## config.mk

```make
export PLATFORM = sky130hd
export DESIGN_NAME = uart_duplex
export DESIGN_NICKNAME = d
export VERILOG_FILES = /design/src/rtl/uart_pkg.sv /design/src/rtl/uart_sync2.sv /design/src/rtl/uart_duplex.sv
export SDC_FILE = /design/constraint.sdc
export NUM_CORES = 1
export LEC_CHECK = 0
export ABC_AREA = 1
export CAP_MARGIN = 10
export CELL_PAD_IN_SITES_DETAIL_PLACEMENT = 0
export CELL_PAD_IN_SITES_GLOBAL_PLACEMENT = 1
export CORE_AREA = 8 8 88 98
export DETAILED_ROUTE_END_ITERATION = 8
export DIE_AREA = 0 0 96 106
export GPL_TIMING_DRIVEN = 1
export PLACE_DENSITY_LB_ADDON = 0.1
export SYNTH_ARGS = -nofsm -noshare
export SYNTH_HDL_FRONTEND = slang
export SYNTH_SLANG_ARGS = --single-unit
```

## constraint.sdc

```tcl
create_clock -name clk -period 2.6 [get_ports clk]
set_clock_uncertainty 0.1 [all_clocks]
set_input_delay 0.78 -clock clk [delete_from_list [all_inputs] [get_ports clk]]
set_output_delay 0.78 -clock clk [all_outputs]
set_load 0.01 [all_outputs]
```

## src/rtl/uart_pkg.sv

```systemverilog
// State encodings and bit-timing helper shared by the uart_duplex slice.
package uart_pkg;

    localparam logic [2:0] TX_IDLE   = 3'd0;
    localparam logic [2:0] TX_START  = 3'd1;
    localparam logic [2:0] TX_DATA   = 3'd2;
    localparam logic [2:0] TX_PARITY = 3'd3;
    localparam logic [2:0] TX_STOP   = 3'd4;

    localparam logic [2:0] RX_IDLE      = 3'd0;
    localparam logic [2:0] RX_START     = 3'd1;
    localparam logic [2:0] RX_DATA      = 3'd2;
    localparam logic [2:0] RX_PARITY    = 3'd3;
    localparam logic [2:0] RX_STOP      = 3'd4;
    localparam logic [2:0] RX_WAIT_HIGH = 3'd5;

    // Start-bit resample point, measured from the detected falling edge.
    function automatic int unsigned half_bit(input int unsigned clks_per_bit);
        return clks_per_bit / 2;
    endfunction

endpackage

```

## src/rtl/uart_sync2.sv

```systemverilog
// Two-flop synchronizer for the asynchronous serial input; resets to the idle-high level.
module uart_sync2 (
    input  logic clk,
    input  logic reset,
    input  logic d,
    output logic q
);

    logic meta;

    always_ff @(posedge clk or posedge reset) begin
        if (reset) begin
            meta <= 1'b1;
            q    <= 1'b1;
        end else begin
            meta <= d;
            q    <= meta;
        end
    end

endmodule

```

## src/rtl/uart_duplex.sv

```systemverilog
// Full-duplex UART with independent TX and RX engines.
// Define UART_PARITY_EN to add an even-parity bit and the parErr output.
module uart_duplex
    import uart_pkg::*;
#(
    parameter int unsigned CLKS_PER_BIT = 54,
    parameter int unsigned DATA_W       = 8,
    parameter int unsigned STOP_BITS    = 1
) (
    input  logic              clk,
    input  logic              reset,
    input  logic              rx,
    output logic              tx,
    input  logic [DATA_W-1:0] idata,
    input  logic              newTxData,
    output logic              txBusy,
    output logic [DATA_W-1:0] odata,
    output logic              newRxData,
    output logic              rxBusy,
`ifdef UART_PARITY_EN
    output logic              parErr,
`endif
    output logic              frameErr
);

    localparam int unsigned CNT_W    = $clog2(CLKS_PER_BIT);
    localparam int unsigned BIT_W    = $clog2(DATA_W);
    localparam int unsigned HALF_BIT = half_bit(CLKS_PER_BIT);

    localparam logic [CNT_W-1:0] BIT_END  = CNT_W'(CLKS_PER_BIT - 1);
    localparam logic [CNT_W-1:0] HALF_END = CNT_W'(HALF_BIT - 1);
    localparam logic [BIT_W-1:0] DATA_END = BIT_W'(DATA_W - 1);
    localparam logic [BIT_W-1:0] STOP_END = BIT_W'(STOP_BITS - 1);

    // ---------------- transmitter ----------------
    logic [2:0]        tx_state;
    logic [CNT_W-1:0]  tx_cnt;
    logic [BIT_W-1:0]  tx_bit;
    logic [DATA_W-1:0] tx_shift;
`ifdef UART_PARITY_EN
    logic              tx_par;
`endif

    always_ff @(posedge clk or posedge reset) begin
        if (reset) begin
            tx_state <= TX_IDLE;
            tx_cnt   <= '0;
            tx_bit   <= '0;
            tx_shift <= '0;
`ifdef UART_PARITY_EN
            tx_par   <= 1'b0;
`endif
            tx       <= 1'b1;
            txBusy   <= 1'b0;
        end else if (tx_state == TX_IDLE) begin
            if (newTxData) begin
                tx_state <= TX_START;
                tx_cnt   <= '0;
                tx_shift <= idata;
`ifdef UART_PARITY_EN
                tx_par   <= ^idata;
`endif
                tx       <= 1'b0;
                txBusy   <= 1'b1;
            end
        end else if (tx_cnt != BIT_END) begin
            tx_cnt <= tx_cnt + 1'b1;
        end else begin
            tx_cnt <= '0;
            case (tx_state)
                TX_START: begin
                    tx_state <= TX_DATA;
                    tx_bit   <= '0;
                    tx       <= tx_shift[0];
                end
                TX_DATA: begin
                    tx_shift <= tx_shift >> 1;
                    if (tx_bit == DATA_END) begin
                        tx_bit <= '0;
`ifdef UART_PARITY_EN
                        tx_state <= TX_PARITY;
                        tx       <= tx_par;
`else
                        tx_state <= TX_STOP;
                        tx       <= 1'b1;
`endif
                    end else begin
                        tx_bit <= tx_bit + 1'b1;
                        tx     <= tx_shift[1];
                    end
                end
`ifdef UART_PARITY_EN
                TX_PARITY: begin
                    tx_state <= TX_STOP;
                    tx       <= 1'b1;
                end
`endif
                TX_STOP: begin
                    if (tx_bit == STOP_END) begin
                        tx_state <= TX_IDLE;
                        tx_bit   <= '0;
                        txBusy   <= 1'b0;
                    end else begin
                        tx_bit <= tx_bit + 1'b1;
                    end
                end
                default: begin
                    tx_state <= TX_IDLE;
                    tx       <= 1'b1;
                    txBusy   <= 1'b0;
                end
            endcase
        end
    end

    // ---------------- receiver ----------------
    logic              rx_s;
    logic              rx_prev;
    logic [2:0]        rx_settle;
    logic [2:0]        rx_state;
    logic [CNT_W-1:0]  rx_cnt;
    logic [BIT_W-1:0]  rx_bit;
    logic [DATA_W-1:0] rx_shift;
`ifdef UART_PARITY_EN
    logic              rx_par_bad;
`endif

    uart_sync2 u_rx_sync (
        .clk   (clk),
        .reset (reset),
        .d     (rx),
        .q     (rx_s)
    );

    always_ff @(posedge clk or posedge reset) begin
        if (reset) begin
            rx_state   <= RX_IDLE;
            rx_cnt     <= '0;
            rx_bit     <= '0;
            rx_shift   <= '0;
            rx_prev    <= 1'b1;
            rx_settle  <= '0;
            rxBusy     <= 1'b0;
            odata      <= '0;
            newRxData  <= 1'b0;
            frameErr   <= 1'b0;
`ifdef UART_PARITY_EN
            rx_par_bad <= 1'b0;
            parErr     <= 1'b0;
`endif
        end else begin
            rx_prev   <= rx_s;
            // Edge detection waits until the synchronizer's reset value has flushed,
            // so a line held low across reset is not mistaken for a start bit.
            rx_settle <= {rx_settle[1:0], 1'b1};
            newRxData <= 1'b0;
            frameErr  <= 1'b0;
`ifdef UART_PARITY_EN
            parErr    <= 1'b0;
`endif
            case (rx_state)
                RX_IDLE: begin
                    if (rx_settle[2] && rx_prev && !rx_s) begin
                        rx_state <= RX_START;
                        rx_cnt   <= '0;
                    end
                end
                RX_START: begin
                    if (rx_cnt == HALF_END) begin
                        rx_cnt <= '0;
                        if (rx_s) begin
                            rx_state <= RX_IDLE;
                        end else begin
                            rx_state <= RX_DATA;
                            rx_bit   <= '0;
                            rxBusy   <= 1'b1;
                        end
                    end else begin
                        rx_cnt <= rx_cnt + 1'b1;
                    end
                end
                RX_DATA: begin
                    if (rx_cnt == BIT_END) begin
                        rx_cnt   <= '0;
                        rx_shift <= {rx_s, rx_shift[DATA_W-1:1]};
                        if (rx_bit == DATA_END) begin
                            rx_bit <= '0;
`ifdef UART_PARITY_EN
                            rx_state <= RX_PARITY;
`else
                            rx_state <= RX_STOP;
`endif
                        end else begin
                            rx_bit <= rx_bit + 1'b1;
                        end
                    end else begin
                        rx_cnt <= rx_cnt + 1'b1;
                    end
                end
`ifdef UART_PARITY_EN
                RX_PARITY: begin
                    if (rx_cnt == BIT_END) begin
                        rx_cnt     <= '0;
                        rx_par_bad <= rx_s ^ (^rx_shift);
                        rx_state   <= RX_STOP;
                    end else begin
                        rx_cnt <= rx_cnt + 1'b1;
                    end
                end
`endif
                RX_STOP: begin
                    if (rx_cnt == BIT_END) begin
                        rx_cnt <= '0;
                        rxBusy <= 1'b0;
                        if (rx_s) begin
                            odata     <= rx_shift;
                            newRxData <= 1'b1;
`ifdef UART_PARITY_EN
                            parErr    <= rx_par_bad;
`endif
                            rx_state  <= RX_IDLE;
                        end else begin
                            frameErr <= 1'b1;
                            rx_state <= RX_WAIT_HIGH;
                        end
                    end else begin
                        rx_cnt <= rx_cnt + 1'b1;
                    end
                end
                RX_WAIT_HIGH: begin
                    if (rx_s) begin
                        rx_state <= RX_IDLE;
                    end
                end
                default: begin
                    rx_state <= RX_IDLE;
                    rxBusy   <= 1'b0;
                end
            endcase
        end
    end

endmodule

```

==> implementation parameters, run 1 <==
Parameter                              Value

Global routing
  Vias in the first global route    ~2300
  All-Layer GR Usage    around an eighth
  Maximum number of pins on one net before global-route repair    31
  Global-route wire length before repair    around 9.9 mm
  Initial antenna violation count    0
  GRT overflow    0

Worst setup path
  Standard cell with the maximum stage delay on the critical path    clkdlybuf4s50_1
  Worst Path Buf+Inv    1
  Setup crit start kind    flip-flop
  Critical path start-end classification    flip-flop to output pin
  Arr. time, crit path    approximately 1400 ps
  Longest individual stage delay on the worst path    between 500 and 600 ps
  Crit. End Element    output pin
  Largest fanout of any net on the critical path    2
  Cell-by-cell listing of the critical path    clkdlybuf4s50_1
  Crit-path leading delay family    buffers and inverters
  Data required time of the worst path    around 1700 ps

Yosys
  Number of enable-type register cells in the synthesized netlist    0
  Fraction of synthesized cell area taken by the top area cell type    a little under half
  Dominant cell type by area after synthesis    dfrtp_1
  Synthesized cell area    2980 sq um
  Count of warnings emitted by yosys    0
  Proportion of synthesized chip area in sequential cells    49.7%
  Cell with the most instances after synthesis    nand2_1
  Number of instances in the synthesized netlist    around 350
  Register bit total from synthesis    59
  Top cells by count, synth    nand2_1 (94), dfrtp_1 (55), inv_1 (43)
  Largest cells by area after synthesis    dfrtp_1 (46%), nand2_1 (12%), inv_1 (5.4%)
  Distinct cell type count of the synthesized netlist    29
  Mean instance size in the synthesized netlist    8.59 sq um
  Share of flip-flops with an asynchronous set or reset after synthesis    100%
  Primary flip-flop cell chosen by synthesis mapping    dfrtp_1
  Compound-cell area share of the yosys netlist    around a tenth
  Main combinational cell family by area after synthesis    simple AND/OR/NAND/NOR gates
  Mux cell area share after synthesis    0%
  Post-synthesis simple-gate area fraction    approximately a quarter
  Number of nets produced by synthesis    ~370
  Adder-cell share of the synthesized area    4.20%
  Synth Area in XOR/XNOR    2.06%

Timing
  Count of final setup violators    0
  Final critical delay including setup and external delays    approximately 2300 ps
  Aggregate negative setup slack    0 ps
  Fmax    439 MHz
  Pins over their slew limit    0
  Fin. Hold Viols    0
  Crit share post-route    between 80 and 90%
  Final worst setup slack    roughly 320 ps
  RSZ-0062 raised after global routing    no

Final layout
  Filler cell count in the final layout    710
  Relative area change from synthesis to final layout    17.0%
  Count of nets after finishing    around 400
  Layout cell share with drive strength beyond 1    16.4%
  Ant. Diodes    0

CTS
  Gates resized, CTS repair    0
  Post-CTS Setup Bufs    0
  Clk_lat worst skew    330 ps
  Number of hold buffers added after cts    0
  Clock Pin Slew Worst Setup and Hold Paths    70 ps
  Clock H-tree levels    3
  Clock buffers created by TritonCTS    9
  CTS tree    built
  Maximum buffer depth of the clock tree    2
  Clock Sinks    slightly below 60
  Master cell of the clock root buffer    clkbuf_8

Route
  Wirelength, routed    between 5 and 6 mm
  Detailed-router iteration count before antenna repair    4
  DRT iter0 DRCs    66
  Routed Antenna Nets    0
  Vias/cell    4.69
  Count of unresolved DRC violations after routing    0
  Via Count    between 2000 and 2500
  Detail-routed net length per standard cell    between 10 and 15 um

Run
  # Max-Cap Violations    0

Power and ir drop
  Power density of the placed cells    959 nW/um^2
  Standby leakage power    between 1.5 and 2 nW
  Peak supply drop    0.385 mV

Placed design
  Placer congestion estimate    between 0.7 and 0.8
  Pre-CTS worst setup slack    roughly 570 ps
  Detailed-placement wirelength estimate    around 4.0 mm
  Port buffer count    24

Floorplanning
  Initial standard-cell utilization of the core    a little over two fifths
  Die Area    approximately 10000 sq um
  Placement Rows    33
  Die Span Y    ~110 um
  CORE AREA    roughly 7100 sq um
  Count of pins on the block boundary    25
  Die Wd    ~96 um

Outcome
  Status    finished clean

Worst hold path
  Type of the worst min-delay path    flip-flop to flip-flop
## final cells by class
type	count	area [sq um]	area share [%]
Inverter	51	193	5.52
Tap cell	87	109	3.12
Clock buffer	11	141	4.05
Clock inverter	5	52.6	1.51
Timing Repair Buffer	26	255	7.31
Sequential cell	59	1480	42.5
Multi-Input combinational cell	232	1260	36.0
## registers in the layout, summed over array words and instances (netlist names)
name / cells
odata: 8
rx_settle: 3
tx_shift: 8
rx_shift: 8
tx_bit: 3
frameErr: 1
newRxData: 1
rx_bit: 3
tx_state: 3
tx: 1
u_rx_sync.q: 1
rx_prev: 1
txBusy: 1
rx_state: 3
u_rx_sync.meta: 1
rxBusy: 1
tx_cnt: 6
rx_cnt: 6
## report_power, final
group	total, mW	switching, mW	leakage (nW)	internal (mW)
Combinational	1.24	0.808	0.830	0.431
Clock	0.822	0.358	0.0991	0.464
Sequential	1.28	0.174	0.773	1.11
Total	3.35	1.34	1.70	2.01
## logic make-up after synthesis
| family | after synthesis |
|---|---|
| buf+inv | 56 |
| compound gates | 54 |
| simple gates | 160 |
| flops | 59 |
| xor+xnor | 7 |
| fa+ha+maj | 10 |
| other cells | 1 |
## per-stage QoR
stage          util, %  hold slack (ps)  total power, mW  cells  instance area [sq um]
2_1_floorplan        -              231             2.28    347                   2980
3_3_place_gp      46.1              231             2.56    455                   3300
3_5_place_dp      46.1              242             2.57    455                   3300
4_1_cts           48.9              247             3.41    471                   3490
5_1_grt           48.9              253             3.65    471                   3490
6_report          48.9              244             3.35    471                   3490
## worst paths after layout
path	from	end	slack (ps)	cells past startpoint
setup / recovery	tx	tx	320	1
hold / removal	rx_settle[1]	rx_settle[2]	240	0
setup reg to reg	rx_cnt[1]	rx_bit[0]	970	11
hold reg to reg	rx_settle[1]	rx_settle[2]	240	0
max in group asynchronous	reset	tx	1320	3
min in group asynchronous	reset	rx_cnt[3]	750	3
## cells in the final DEF (no fill, tap or decap), types with 2 or more instances in the layout
| cell type | instances |
|---|---|
| ha_1 | 10 |
| xor2_1 | 6 |
| buf_4 | 2 |
| nand3_2 | 2 |
| nor2_2 | 7 |
| nand2_2 | 8 |
| nand2_4 | 4 |
| nand3b_1 | 2 |
| clkbuf_8 | 10 |
| o21ai_0 | 16 |
| dfrtp_1 | 55 |
| nand3_1 | 23 |
| inv_1 | 42 |
| o22ai_1 | 2 |
| clkdlybuf4s50_1 | 24 |
| nand4_1 | 3 |
| dfstp_2 | 4 |
| nand2_1 | 94 |
| clkinv_2 | 4 |
| a21oi_1 | 4 |
| inv_2 | 8 |
| o21ai_1 | 22 |
| nor2_1 | 14 |
| o21ai_2 | 9 |
## layer usage
layer	GRT usage, %	routed length, um
met1	15.1	2630
met2	18.8	2650
met3	3.10	152
met4	7.59	133
met5	0	0
Note: power is estimated with default switching activity, not from simulation.
==> run 2, diff against run 1 <==
Settings changed: ABC_CLOCK_PERIOD_IN_PS set to 2600.
==> results of run 2 <==
The final DEF is identical to that of run 1; final timing and power are the same.
==> run 3, diff against run 2 <==
Settings changed: ABC_CLOCK_PERIOD_IN_PS 2600 to 2300.
Clock period 2.6 ns to 2.3 ns, I/O delays scaled along.
==> implementation parameters, run 3 (same netlist as run 1, synthesis figures left out) <==
Parameter                              Value

Outcome
  Status    finished clean

Worst hold path
  Type of the worst min-delay path    flip-flop to flip-flop

Timing
  Crit share post-route    a little over nine tenths
  RSZ-0062 raised after global routing    no
  Final critical delay including setup and external delays    around 2200 ps
  Fin. Hold Viols    0
  Final hold slack    between 200 and 250 ps
  Fmax    about 460 MHz
  Aggregate negative setup slack    0 ps
  Pins over their slew limit    0
  Count of final setup violators    0

Worst setup path
  Longest individual stage delay on the worst path    about 540 ps
  Arr. time, crit path    around 1400 ps
  Standard cell with the maximum stage delay on the critical path    clkdlybuf4s50_1
  Critical path start-end classification    flip-flop to output pin
  Setup crit start kind    flip-flop
  Worst Path Buf+Inv    1
  Crit. End Element    output pin
  Crit-path leading delay family    buffers and inverters
  Largest fanout of any net on the critical path    2
  Data required time of the worst path    1510 ps
  Cell-by-cell listing of the critical path    clkdlybuf4s50_1

Placed design
  Placer congestion estimate    0.787
  Detailed-placement wirelength estimate    slightly above 4 mm
  Inst Count DP    between 400 and 500
  Port buffer count    24

Route
  Detailed-router iteration count before antenna repair    6
  Vias/cell    between 4 and 5
  DRT iter0 DRCs    a little over 70
  Via Count    around 2200
  Routed Antenna Nets    0
  Count of unresolved DRC violations after routing    0
  Wirelength, routed    roughly 5.5 mm
  Detail-routed net length per standard cell    11.7 um

Global routing
  Maximum number of pins on one net before global-route repair    31
  Vias in the first global route    2216
  GRT overflow    0
  Global-route wire length before repair    9.83 mm
  Initial antenna violation count    0
  All-Layer GR Usage    around 12%

Floorplanning
  Die Wd    between 90 and 100 um
  Die Area    approximately 10000 sq um
  Initial standard-cell utilization of the core    41.7%
  Die Span Y    approximately 110 um
  Count of pins on the block boundary    25
  CORE AREA    7140 sq um
  Placement Rows    33

CTS
  CTS tree    built
  Clock buffers created by TritonCTS    9
  Clock Sinks    slightly below 60
  Gates resized, CTS repair    0
  Post-CTS Setup Bufs    0
  Clk_lat worst skew    330 ps
  Master cell of the clock root buffer    clkbuf_8
  Number of hold buffers added after cts    0
  Clock H-tree levels    3
  Maximum buffer depth of the clock tree    2
  Clock Pin Slew Worst Setup and Hold Paths    60 ps

Power and ir drop
  Clock network fraction of design power    26.1%
  Relative contribution of combinational cells to total power    a little over a third
  Part of the total power dissipated in sequential elements    a little under two fifths
  Cell-internal power    around 2.4 mW
  Power density of the placed cells    around 1100 nW/um^2
  Switching Power    1.50 mW
  Switching part of the total    between 30 and 40%
  Standby leakage power    1.71 nW
  Peak supply drop    0.590 mV

Final layout
  Top library cells by usage in the layout, fill and taps aside    nand2_1 (94), dfrtp_1 (55), inv_1 (42)
  Ant. Diodes    0
  Relative area change from synthesis to final layout    17.8%
  Final Non-Filler Cells    roughly 470
  Most common cell after layout, fill and taps aside    nand2_1
  Layout cell share with drive strength beyond 1    16.1%
  Count of nets after finishing    roughly 400
  Biggest registers after layout    odata x8, rx_shift x8, tx_shift x8

Run
  # Max-Cap Violations    0
## run 3: cell count changes in the layout (fill, tap and decap cells not counted)
cell / before / now
clkbuf_8: 10 / 13
clkinvlp_4: 1 / 0
clkinv_2: 4 / 1
clkbuf_1: 1 / 2
## run 3: worst paths after layout
path / from / to / slack, ps / cells after the start
hold / removal: rx_settle[1] / rx_settle[2] / 240 / 0
max in group asynchronous: reset / tx / 1120 / 3
hold reg to reg: rx_settle[1] / rx_settle[2] / 240 / 0
setup / recovery: tx / tx / 110 / 1
setup reg to reg: rx_cnt[1] / rx_bit[0] / 670 / 11
min in group asynchronous: reset / frameErr / 660 / 3
## run 3: cell type report
cell class	instances	area (sq um)
multi-input cells	232	1260
inverters	51	193
fillers	720	3630
flip-flops and latches	59	1480
clock buffers	15	186
repair buffers	26	255
well taps	87	109
clock inverters	1	30.0
## run 3: power by group through the flow
stage | Combinational (mW) | Sequential (mW) | Clock [mW]
3_5_place_dp | 1.43 | 1.46 | 0
6_report | 1.40 | 1.45 | 1.01
4_1_cts | 1.43 | 1.45 | 1.04
2_1_floorplan | 1.16 | 1.42 | 0
3_3_place_gp | 1.42 | 1.47 | 0
5_1_grt | 1.63 | 1.48 | 1.09
## run 3: layer usage
layer	routed length [um]	global-route usage [%]
met5	0	0
met4	119	7.59
met3	181	2.82
met2	2530	17.9
met1	2660	15.5
## run 3: through the flow
stage / area, sq um / utilization, % / setup slack, ps / total power [mW]
floorplan: 2980 / - / 60.3 / 2.58
global placement: 3300 / 46.1 / 391 / 2.89
detailed placement: 3300 / 46.1 / 368 / 2.90
CTS: 3510 / 49.2 / 74.3 / 3.93
global route: 3510 / 49.2 / 65.5 / 4.21
finish: 3510 / 49.2 / 112 / 3.86
